==> src/rtl/seq_signed_divider.sv <==
// Iterative signed divider (restoring, one quotient bit per clock on magnitudes).
// Operands are latched on ctrl_div and the quotient is truncated toward zero.
// The remainder takes the sign of the dividend. The result is sign-corrected in a
// final FIX step. Divide-by-zero and MIN / -1 skip the iteration and report an
// exception. Results are staged internally and published together with the
// one-cycle ready pulse.
module seq_signed_divider #(
    parameter int WIDTH = 32,
    parameter int CNT_W = 6
) (
    input  logic             clock,
    input  logic             reset_n,
    input  logic             ctrl_div,
    input  logic [WIDTH-1:0] data_operandA,
    input  logic [WIDTH-1:0] data_operandB,
    output logic [WIDTH-1:0] data_result,
    output logic [WIDTH-1:0] data_remainder,
    output logic             data_exception,
    output logic             data_resultRDY,
    output logic             busy
);

    typedef enum logic [1:0] {
        S_IDLE = 2'd0,
        S_RUN  = 2'd1,
        S_FIX  = 2'd2,
        S_DONE = 2'd3
    } state_t;

    localparam logic [WIDTH-1:0] ZERO_VAL = {WIDTH{1'b0}};
    localparam logic [WIDTH-1:0] ONES_VAL = {WIDTH{1'b1}};
    localparam logic [WIDTH-1:0] MIN_VAL  = {1'b1, {(WIDTH-1){1'b0}}};
    localparam logic [CNT_W-1:0] LAST_CNT = CNT_W'(WIDTH - 1);
    localparam logic [CNT_W-1:0] CNT_ONE  = CNT_W'(1);

    // Two's complement negation over WIDTH bits (MIN maps to itself).
    function automatic logic [WIDTH-1:0] f_neg(input logic [WIDTH-1:0] v);
        return (~v) + {{(WIDTH-1){1'b0}}, 1'b1};
    endfunction

    // Unsigned magnitude of a signed value; |MIN| comes out as 2**(WIDTH-1).
    function automatic logic [WIDTH-1:0] f_abs(input logic [WIDTH-1:0] v);
        return v[WIDTH-1] ? f_neg(v) : v;
    endfunction

    state_t           r_state;
    state_t           w_next_state;
    logic [CNT_W-1:0] r_cnt;
    logic [WIDTH-1:0] r_rem;        // partial remainder
    logic [WIDTH-1:0] r_quo;        // dividend magnitude shifting out, quotient shifting in
    logic [WIDTH-1:0] r_div;        // divisor magnitude
    logic             r_sa;
    logic             r_sb;
    logic [WIDTH-1:0] r_stage_q;
    logic [WIDTH-1:0] r_stage_r;
    logic             r_stage_e;
    logic [WIDTH-1:0] r_result;
    logic [WIDTH-1:0] r_remainder;
    logic             r_exception;
    logic             r_rdy;
    logic             r_busy;

    logic [WIDTH-1:0] w_abs_a;
    logic [WIDTH-1:0] w_abs_b;
    logic             w_b_zero;
    logic             w_ovf;
    logic             w_exc_start;
    logic [WIDTH:0]   w_shift_full;
    logic             w_ge;
    logic [WIDTH-1:0] w_diff;
    logic [WIDTH-1:0] w_rem_next;
    logic [WIDTH-1:0] w_quo_next;
    logic             w_last;

    // Operand classification and one restoring-division step.
    always_comb begin
        w_abs_a      = f_abs(data_operandA);
        w_abs_b      = f_abs(data_operandB);
        w_b_zero     = (data_operandB == ZERO_VAL);
        w_ovf        = (data_operandA == MIN_VAL) && (data_operandB == ONES_VAL);
        w_exc_start  = w_b_zero || w_ovf;
        // W+1-bit shifted remainder so the compare never loses the carry-out bit.
        w_shift_full = {r_rem, r_quo[WIDTH-1]};
        w_ge         = (w_shift_full >= {1'b0, r_div});
        // When w_ge holds, the difference is below |B| <= 2**(W-1), so W bits suffice.
        w_diff       = w_shift_full[WIDTH-1:0] - r_div;
        if (w_ge) begin
            w_rem_next = w_diff;
        end else begin
            w_rem_next = w_shift_full[WIDTH-1:0];
        end
        w_quo_next   = {r_quo[WIDTH-2:0], w_ge};
        w_last       = (r_cnt == LAST_CNT);
    end

    // Next-state logic; a start pulse in any state (re)launches an operation.
    always_comb begin
        w_next_state = r_state;
        if (ctrl_div) begin
            if (w_exc_start) begin
                w_next_state = S_DONE;
            end else begin
                w_next_state = S_RUN;
            end
        end else begin
            case (r_state)
                S_IDLE:  w_next_state = S_IDLE;
                S_RUN:   w_next_state = w_last ? S_FIX : S_RUN;
                S_FIX:   w_next_state = S_DONE;
                S_DONE:  w_next_state = S_IDLE;
                default: w_next_state = S_IDLE;
            endcase
        end
    end

    // State register and busy flag (busy tracks RUN/FIX of the next cycle).
    always_ff @(posedge clock or negedge reset_n) begin
        if (!reset_n) begin
            r_state <= S_IDLE;
            r_busy  <= 1'b0;
        end else begin
            r_state <= w_next_state;
            r_busy  <= (w_next_state == S_RUN) || (w_next_state == S_FIX);
        end
    end

    // Operand latch, iteration datapath and staged result.
    always_ff @(posedge clock or negedge reset_n) begin
        if (!reset_n) begin
            r_cnt     <= {CNT_W{1'b0}};
            r_rem     <= ZERO_VAL;
            r_quo     <= ZERO_VAL;
            r_div     <= ZERO_VAL;
            r_sa      <= 1'b0;
            r_sb      <= 1'b0;
            r_stage_q <= ZERO_VAL;
            r_stage_r <= ZERO_VAL;
            r_stage_e <= 1'b0;
        end else if (ctrl_div) begin
            r_cnt <= {CNT_W{1'b0}};
            r_rem <= ZERO_VAL;
            r_quo <= w_abs_a;
            r_div <= w_abs_b;
            r_sa  <= data_operandA[WIDTH-1];
            r_sb  <= data_operandB[WIDTH-1];
            if (w_exc_start) begin
                // Divide-by-zero reports 0; MIN / -1 reports the wrapped quotient MIN.
                r_stage_q <= w_b_zero ? ZERO_VAL : MIN_VAL;
                r_stage_r <= ZERO_VAL;
                r_stage_e <= 1'b1;
            end else begin
                r_stage_q <= r_stage_q;
                r_stage_r <= r_stage_r;
                r_stage_e <= r_stage_e;
            end
        end else if (r_state == S_RUN) begin
            r_rem <= w_rem_next;
            r_quo <= w_quo_next;
            r_cnt <= r_cnt + CNT_ONE;
        end else if (r_state == S_FIX) begin
            r_stage_q <= (r_sa ^ r_sb) ? f_neg(r_quo) : r_quo;
            r_stage_r <= r_sa ? f_neg(r_rem) : r_rem;
            r_stage_e <= 1'b0;
        end else begin
            r_cnt <= r_cnt;
            r_rem <= r_rem;
            r_quo <= r_quo;
        end
    end

    // Publish the staged result together with the one-cycle ready pulse.
    always_ff @(posedge clock or negedge reset_n) begin
        if (!reset_n) begin
            r_result    <= ZERO_VAL;
            r_remainder <= ZERO_VAL;
            r_exception <= 1'b0;
            r_rdy       <= 1'b0;
        end else if (r_state == S_DONE) begin
            r_result    <= r_stage_q;
            r_remainder <= r_stage_r;
            r_exception <= r_stage_e;
            r_rdy       <= 1'b1;
        end else begin
            r_rdy       <= 1'b0;
        end
    end

    assign data_result    = r_result;
    assign data_remainder = r_remainder;
    assign data_exception = r_exception;
    assign data_resultRDY = r_rdy;
    assign busy           = r_busy;

endmodule

==> config.mk <==
export PLATFORM = sky130hd
export DESIGN_NAME = seq_signed_divider
export DESIGN_NICKNAME = d
export VERILOG_FILES = /design/src/rtl/seq_signed_divider.sv
export SDC_FILE = /design/constraint.sdc
export NUM_CORES = 1
export LEC_CHECK = 0
export CORE_MARGIN = 1.5
export CORE_UTILIZATION = 65
export CTS_BUF_LIST = sky130_fd_sc_hd__clkbuf_4 sky130_fd_sc_hd__clkbuf_8
export CTS_CLUSTER_DIAMETER = 30
export DETAILED_ROUTE_END_ITERATION = 16
export GPL_ROUTABILITY_DRIVEN = 0
export PLACE_DENSITY_LB_ADDON = 0.1
export SETUP_SLACK_MARGIN = 0.15
export SYNTH_ARGS = -nofsm -noshare
export SYNTH_HDL_FRONTEND = slang
export SYNTH_SLANG_ARGS = --single-unit
==> constraint.sdc <==
create_clock -name clock -period 5.3 [get_ports clock]
set_input_delay 0.795 -clock clock [delete_from_list [all_inputs] [get_ports clock]]
set_output_delay 0.795 -clock clock [all_outputs]
set_load 0.02 [all_outputs]
Word-level counts from Yosys, hierarchy flattened
Index checks and enable logic that the tools add are counted.
{"block": "totals", "ff_bits": 238, "elab_cells": 75}
{"block": "classes", "n_addsub": 6, "order_cmp": 1, "n_eq_ne": 10, "n_mux": 29, "bitwise": 5, "n_reduce_logical": 9}
{"operator": "two-way mux 32 bit", "count": 18}
{"operator": "adder 32 x 1 -> 32 bit (second input constant)", "count": 4}
{"operator": "inverter 32 bit", "count": 4}
{"operator": "== test 32 bit (second input constant)", "count": 2}
{"operator": ">= comparator 33 x 32 -> 1 bit", "count": 1}
{"operator": "logical NOT 32 bit", "count": 1}
{"operator": "subtractor 32 bit", "count": 1}
{"operator": "two-way mux 6 bit", "count": 2}
{"operator": "adder 6 x 1 -> 6 bit (second input constant)", "count": 1}
{"operator": "== test 2 bit (second input constant)", "count": 3}
{"operator": "== test 6 x 5 -> 1 bit (second input constant)", "count": 1}
{"operator": "two-way mux 2 bit", "count": 3}
{"operator": "one-hot mux 2 bit (3 select lines)", "count": 1}
{"operator": "two-way mux 1 bit", "count": 5}
{"operator": "== test 2 x 1 -> 1 bit (second input constant)", "count": 2}
{"operator": "nonzero test 2 bit", "count": 2}
{"operator": "AND reduction 3 bit", "count": 1}
{"operator": "logical NOT 2 bit", "count": 1}
{"operator": "logical OR 1 bit", "count": 2}
{"operator": "!= test 2 x 1 -> 1 bit (second input constant)", "count": 1}
{"operator": "!= test 2 bit (second input constant)", "count": 1}
{"operator": "OR reduction 2 bit", "count": 1}
{"operator": "logical AND 1 bit", "count": 1}
{"operator": "bitwise XOR 1 bit", "count": 1}

Depth between registers and ports, before layout
{"block": "depth", "depth_word": 7, "mapped_depth": 13, "depth_no_buf": 12}

Worst setup path after synthesis
OpenSTA, ideal clock, no wires.
{"block": "synth_path", "path_kind": "in2reg", "from": "input port data_operandA[20]", "to": "register r_stage_q[1]", "setup_time_ns": 0.138, "arrival_ns": 3.258, "t_required_ns": 5.162, "slack_ns": 1.904, "path_stages": 8, "n_path_buf": 2, "cell_sequence": "or4_1 or4_1 or3_1 or4_1 o21ai_1 buf_2 buf_2 o22ai_1"}
{"block": "synth_via", "elab_chain_cells": 5}
{"item": "start: declaration", "line": "14", "source": "input logic [WIDTH-1:0] data_operandA,"}
{"item": "== test 32 bit", "line": "80", "source": "w_ovf = (data_operandA == MIN_VAL) && (data_operandB == ONES_VAL);"}
{"item": "logical AND 1 bit", "line": "80"}
{"item": "logical OR 1 bit", "line": "81", "source": "w_exc_start = w_b_zero || w_ovf;"}
{"item": "!= test 2 x 1 -> 1 bit (no line)"}
{"item": "AND reduction 3 bit (no line)"}
{"item": "end signal: assignment", "line": "148", "source": "r_stage_q <= w_b_zero ? ZERO_VAL : MIN_VAL;"}
{"item": "end signal: assignment", "line": "152", "source": "r_stage_q <= r_stage_q;"}
{"item": "end signal: assignment", "line": "161", "source": "r_stage_q <= (r_sa ^ r_sb) ? f_neg(r_quo) : r_quo;"}
{"item": "end: declaration", "line": "54", "source": "logic [WIDTH-1:0] r_stage_q;"}
Every way passes these cells.
A chain may end at the register's enable or synchronous reset.

Final worst setup path
{"block": "layout_path", "from": "register r_rem[2]", "to": "register r_rem[22]"}
{"block": "layout_via", "elab_chain_cells": 4, "elab_cells_between_ends": 5, "cone_classes": "1 x add/sub; 1 x order compare; 3 x mux"}
{"item": "start: declaration", "line": "49", "source": "logic [WIDTH-1:0] r_rem;"}
{"item": "start signal: assignment", "line": "157", "source": "r_rem <= w_rem_next;"}
{"item": "start signal: assignment", "line": "166", "source": "r_rem <= r_rem;"}
{"item": "subtractor 32 bit or >= comparator 33 x 32 -> 1 bit (tied branches)", "line": "86, 84"}
{"item": "two-way mux 32 bit *", "line": "87", "source": "if (w_ge) begin"}
{"item": "two-way mux 32 bit *", "line": "156", "source": "end else if (r_state == S_RUN) begin"}
{"item": "two-way mux 32 bit *", "line": "139", "source": "end else if (ctrl_div) begin"}
Every way passes the cells marked *; elsewhere a longest branch is shown, timed or not. The select of a mux whose other input is x is not followed.

==> results.rst <==
.. list-table::
   :header-rows: 1

   * - Metric
     - Value
   * - Run status
     - complete, no violations
   * - Synthesized area
     - 14100 um2
   * - Overflow left after global routing
     - 0
   * - Global-route wire length before repair
     - 56700 um
   * - Total number of vias
     - 12.1k
   * - Ports placed on the boundary
     - 134
   * - Final hold viol count
     - 0
   * - Share of power burned in the clock network
     - 0.311
   * - Post-cts repair resize count
     - 0
   * - Post-synth top flop
     - sky130_fd_sc_hd__dfrtp_1
   * - Net Sw Power
     - 2.48 mW
   * - Overall global routing resource usage
     - 0.314
   * - Post-DR wirelength/cell
     - 18.1 um
   * - Delay of the slowest cell on the worst path
     - 840 ps
   * - Number of rows created at floorplan
     - 53
   * - Pint
     - 4.25 mW
   * - Slew headroom
     - 0.246
   * - Fraction of layout instances using a drive strength above 1
     - 0.109
   * - Buffer type at the clock tree root
     - sky130_fd_sc_hd__clkbuf_8
   * - Antenna-violating nets left
     - 0
   * - Final-layout fill cell count
     - 1472
   * - Crit path DAT
     - 4520 ps
   * - Max frequency
     - 245 MHz
   * - RSZ-0062 raised after global routing
     - false
   * - Number of CTS-inserted buffers
     - 45
   * - CORE AREA
     - 21200 um2
   * - CP cell instances
     - ha_1, o21ai_1, a21oi_1, o21ai_1, o211ai_1, o21bai_1, a211oi_4, buf_4, nor4_1, a2111oi_0
   * - Data required time of the worst path
     - 5730 ps
   * - Length of the first detailed-routing pass in iterations
     - 6
   * - Power density over cell area
     - 405 nW/um2
   * - Count of buffers from port buffering
     - 133
   * - H-tree lvl count
     - 2
   * - Yosys synthesis warning count
     - 0
   * - Die H
     - 150 um
   * - Number of buffers inserted to repair setup after CTS
     - 0
   * - Antenna cell count
     - 0
   * - Worst r2r src
     - r_rem[2]
   * - Post-detailed-route via-to-cell ratio
     - 6.27
   * - Remaining routing DRC violations
     - 0
   * - Post-layout minimum cycle time
     - 4090 ps
   * - Async set-reset flop share out of synthesis
     - 1.00
   * - Pin count of the biggest net entering global routing
     - 128
   * - Number of nets in the finished design
     - 1726
   * - Register clock-pin slew on the reported worst setup and hold paths
     - 60 ps
   * - Portion of the clock cycle consumed by the worst path in the final layout
     - 0.771
   * - Syn Area/Cell
     - 9.25 um2
   * - Clock sink count
     - 238
   * - Post-route setup TNS
     - 0 ps
   * - Number of pins with negative max-slew slack in the final report
     - 0
   * - Routed wire length
     - 35000 um
   * - Register-to-Register Path Depth
     - 10
   * - P_leak
     - 7.45 nW
   * - Endpoint class of the critical path
     - flip-flop
   * - Clk_skew
     - 21.5 ps
   * - Die area
     - 22500 um2
   * - Area taken by flip-flops and latches
     - 5960 um2
   * - Via count of the first global-routing pass
     - 11.2k
   * - Final standard cell utilization of the core
     - 0.785
   * - Sequential area share after synthesis
     - 0.423
   * - Area of the multi-input gates
     - 7580 um2
   * - Setup crit start kind
     - flip-flop
   * - Count of endpoints failing setup in the final report
     - 0
   * - Worst-skew pair later-pin latency
     - 570 ps
   * - Number of antenna violations at the first check in global routing
     - 0
   * - Count of distinct cell types in the synthesized netlist
     - 63
   * - Number of instances in the synthesized netlist
     - 1521
   * - Largest fanout of any net on the critical path
     - 19
   * - Initial standard-cell utilization of the core
     - 0.665
   * - Worst supply voltage drop on vdd
     - 0.000244 V
   * - Area growth from synthesis to layout
     - 18.1%
   * - Worst Max-Slew Pin Slew
     - 1130 ps
   * - Mapped Nets
     - 1627
   * - Flop and latch count out of synthesis
     - 238
   * - Number of violations reported at the end of detailed-routing iteration 0
     - 998
   * - Switching share of power
     - 0.369
   * - Max-capacitance violation count
     - 0
   * - Cell mode on critical path
     - sky130_fd_sc_hd__o21ai_1
   * - Power share of the sequential group
     - 0.350
   * - TritonCTS clock tree
     - built
   * - Reg2Reg Setup Slack
     - 1210 ps
   * - Die Wd
     - 150 um
   * - Slowest CP cell
     - sky130_fd_sc_hd__a211oi_4
   * - Sum of net half-perimeters after detailed placement
     - 24800 um
   * - Crit Reg-Reg Endpoint
     - r_rem[22]
   * - Gate power share
     - 0.340
   * - Worst hold path type
     - primary input to async pin
   * - Hold_buf cts
     - 0
   * - Clock tree buffer depth
     - 3
   * - EDFF count, synth
     - 0
   * - Kind of critical path
     - flip-flop to flip-flop
## cells in the mapped netlist, types with 10 or more instances
cell	count	share of area
sky130_fd_sc_hd__nand3_1	41	0.015
sky130_fd_sc_hd__clkbuf_1	83	0.022
sky130_fd_sc_hd__o21ai_0	73	0.026
sky130_fd_sc_hd__o31ai_1	32	0.017
sky130_fd_sc_hd__xnor2_1	70	0.044
sky130_fd_sc_hd__o21ai_1	38	0.014
sky130_fd_sc_hd__a22o_1	11	0.0068
sky130_fd_sc_hd__nor2_1	113	0.030
sky130_fd_sc_hd__nand2_1	158	0.042
sky130_fd_sc_hd__xor2_1	75	0.047
sky130_fd_sc_hd__nor3_1	19	0.0068
sky130_fd_sc_hd__or4_1	14	0.0075
sky130_fd_sc_hd__o211ai_1	11	0.0059
sky130_fd_sc_hd__o41ai_1	14	0.0087
sky130_fd_sc_hd__a211oi_1	13	0.0069
sky130_fd_sc_hd__dfrtp_1	238	0.42
sky130_fd_sc_hd__inv_1	54	0.014
sky130_fd_sc_hd__o21bai_1	10	0.0053
sky130_fd_sc_hd__o22ai_1	55	0.024
sky130_fd_sc_hd__mux2i_1	34	0.024
sky130_fd_sc_hd__nand4_1	16	0.0071
sky130_fd_sc_hd__a21oi_1	83	0.030
sky130_fd_sc_hd__nor4_1	21	0.0093
sky130_fd_sc_hd__or3_1	18	0.0080
sky130_fd_sc_hd__a311oi_1	18	0.011
sky130_fd_sc_hd__ha_1	38	0.034
sky130_fd_sc_hd__mux2_2	67	0.054
## power groups by stage
stage | Sequential (mW) | Combinational [mW] | Clock, mW
CTS | 2.34 | 2.25 | 2.12
global route | 2.38 | 2.50 | 2.21
global placement | 2.35 | 2.17 | 0
floorplan | 2.27 | 1.65 | 0
detailed placement | 2.37 | 2.23 | 0
finish | 2.35 | 2.29 | 2.09
## layout by cell type, fill, tap and decap left out, types with 38 or more instances in the layout
| cell | instances |
|---|---|
| sky130_fd_sc_hd__clkdlybuf4s50_1 | 131 |
| sky130_fd_sc_hd__nand2_1 | 158 |
| sky130_fd_sc_hd__nor2_1 | 113 |
| sky130_fd_sc_hd__ha_1 | 38 |
| sky130_fd_sc_hd__clkbuf_8 | 50 |
| sky130_fd_sc_hd__nand3_1 | 41 |
| sky130_fd_sc_hd__o21ai_0 | 73 |
| sky130_fd_sc_hd__xnor2_1 | 70 |
| sky130_fd_sc_hd__o22ai_1 | 55 |
| sky130_fd_sc_hd__dfrtp_1 | 238 |
| sky130_fd_sc_hd__xor2_1 | 75 |
| sky130_fd_sc_hd__inv_1 | 54 |
| sky130_fd_sc_hd__mux2_2 | 67 |
| sky130_fd_sc_hd__a21oi_1 | 83 |
## flip-flops by register name, summed over array words and instances (netlist names), 6 cells and up
register        cells
r_div              32
r_rem              32
r_cnt               6
data_result        32
r_stage_q          32
r_stage_r          32
r_quo              32
data_remainder     32
## worst max path at each step
stage,from,to,slack [ps],cells after the start
after CTS,r_rem[2],r_rem[22],1370,10
after floorplan,data_operandA[20],r_stage_q[1],1900,8
after global placement,data_operandB[13],r_stage_r[14],1040,9
after detailed placement,data_operandB[13],r_stage_r[7],890,9
after global routing,r_rem[2],r_rem[22],1120,10
final,r_rem[2],r_rem[22],1210,10
## area by class of cell
class / instances / area share
sequential: 238 / 0.359
clock buffer: 58 / 0.0450
multi-input combinational: 1134 / 0.457
inverter: 54 / 0.0122
tap: 275 / 0.0207
timing repair buffer: 147 / 0.0874
clock inverter: 24 / 0.0197
## critical path, delay by kind of cell (launching register included)
family,cells,cell delay [ps]
AO/OA/AOI/OAI,7,2670
flip-flops,1,490
adder cells (fa/ha/maj),1,430
buffers and inverters,1,310
AND/OR/NAND/NOR,1,60
## layer usage
layer  routed length, um  up-vias  track usage
li1                    -     5727            -
met1               15800     5795        0.470
met2               15500      525        0.476
met3                3160       63       0.0603
met4                 528        0       0.0642
met5                   0        -            0
## through the flow
step	instances	instance area (um2)	hold slack (ps)	power, mW	setup slack (ps)
floorplan	1521	14100	462	3.92	1900
global placement	1848	15500	487	4.52	1040
detailed placement	1848	15500	494	4.60	886
CTS	1930	16600	363	6.71	1370
global route	1930	16600	419	7.09	1120
finish	1930	16600	339	6.73	1210
## kinds of logic (layout without fill, tap and decap cells)
group	count (synthesis)	count (layout)	synth area share
buf+inv	149	283	0.0402
fa+ha+maj	39	39	0.0352
simple gates	446	446	0.149
flops	238	238	0.423
compound gates	403	403	0.184
xor+xnor	145	145	0.0903
mux	101	101	0.0778
Power figures use the tool's default switching activity.
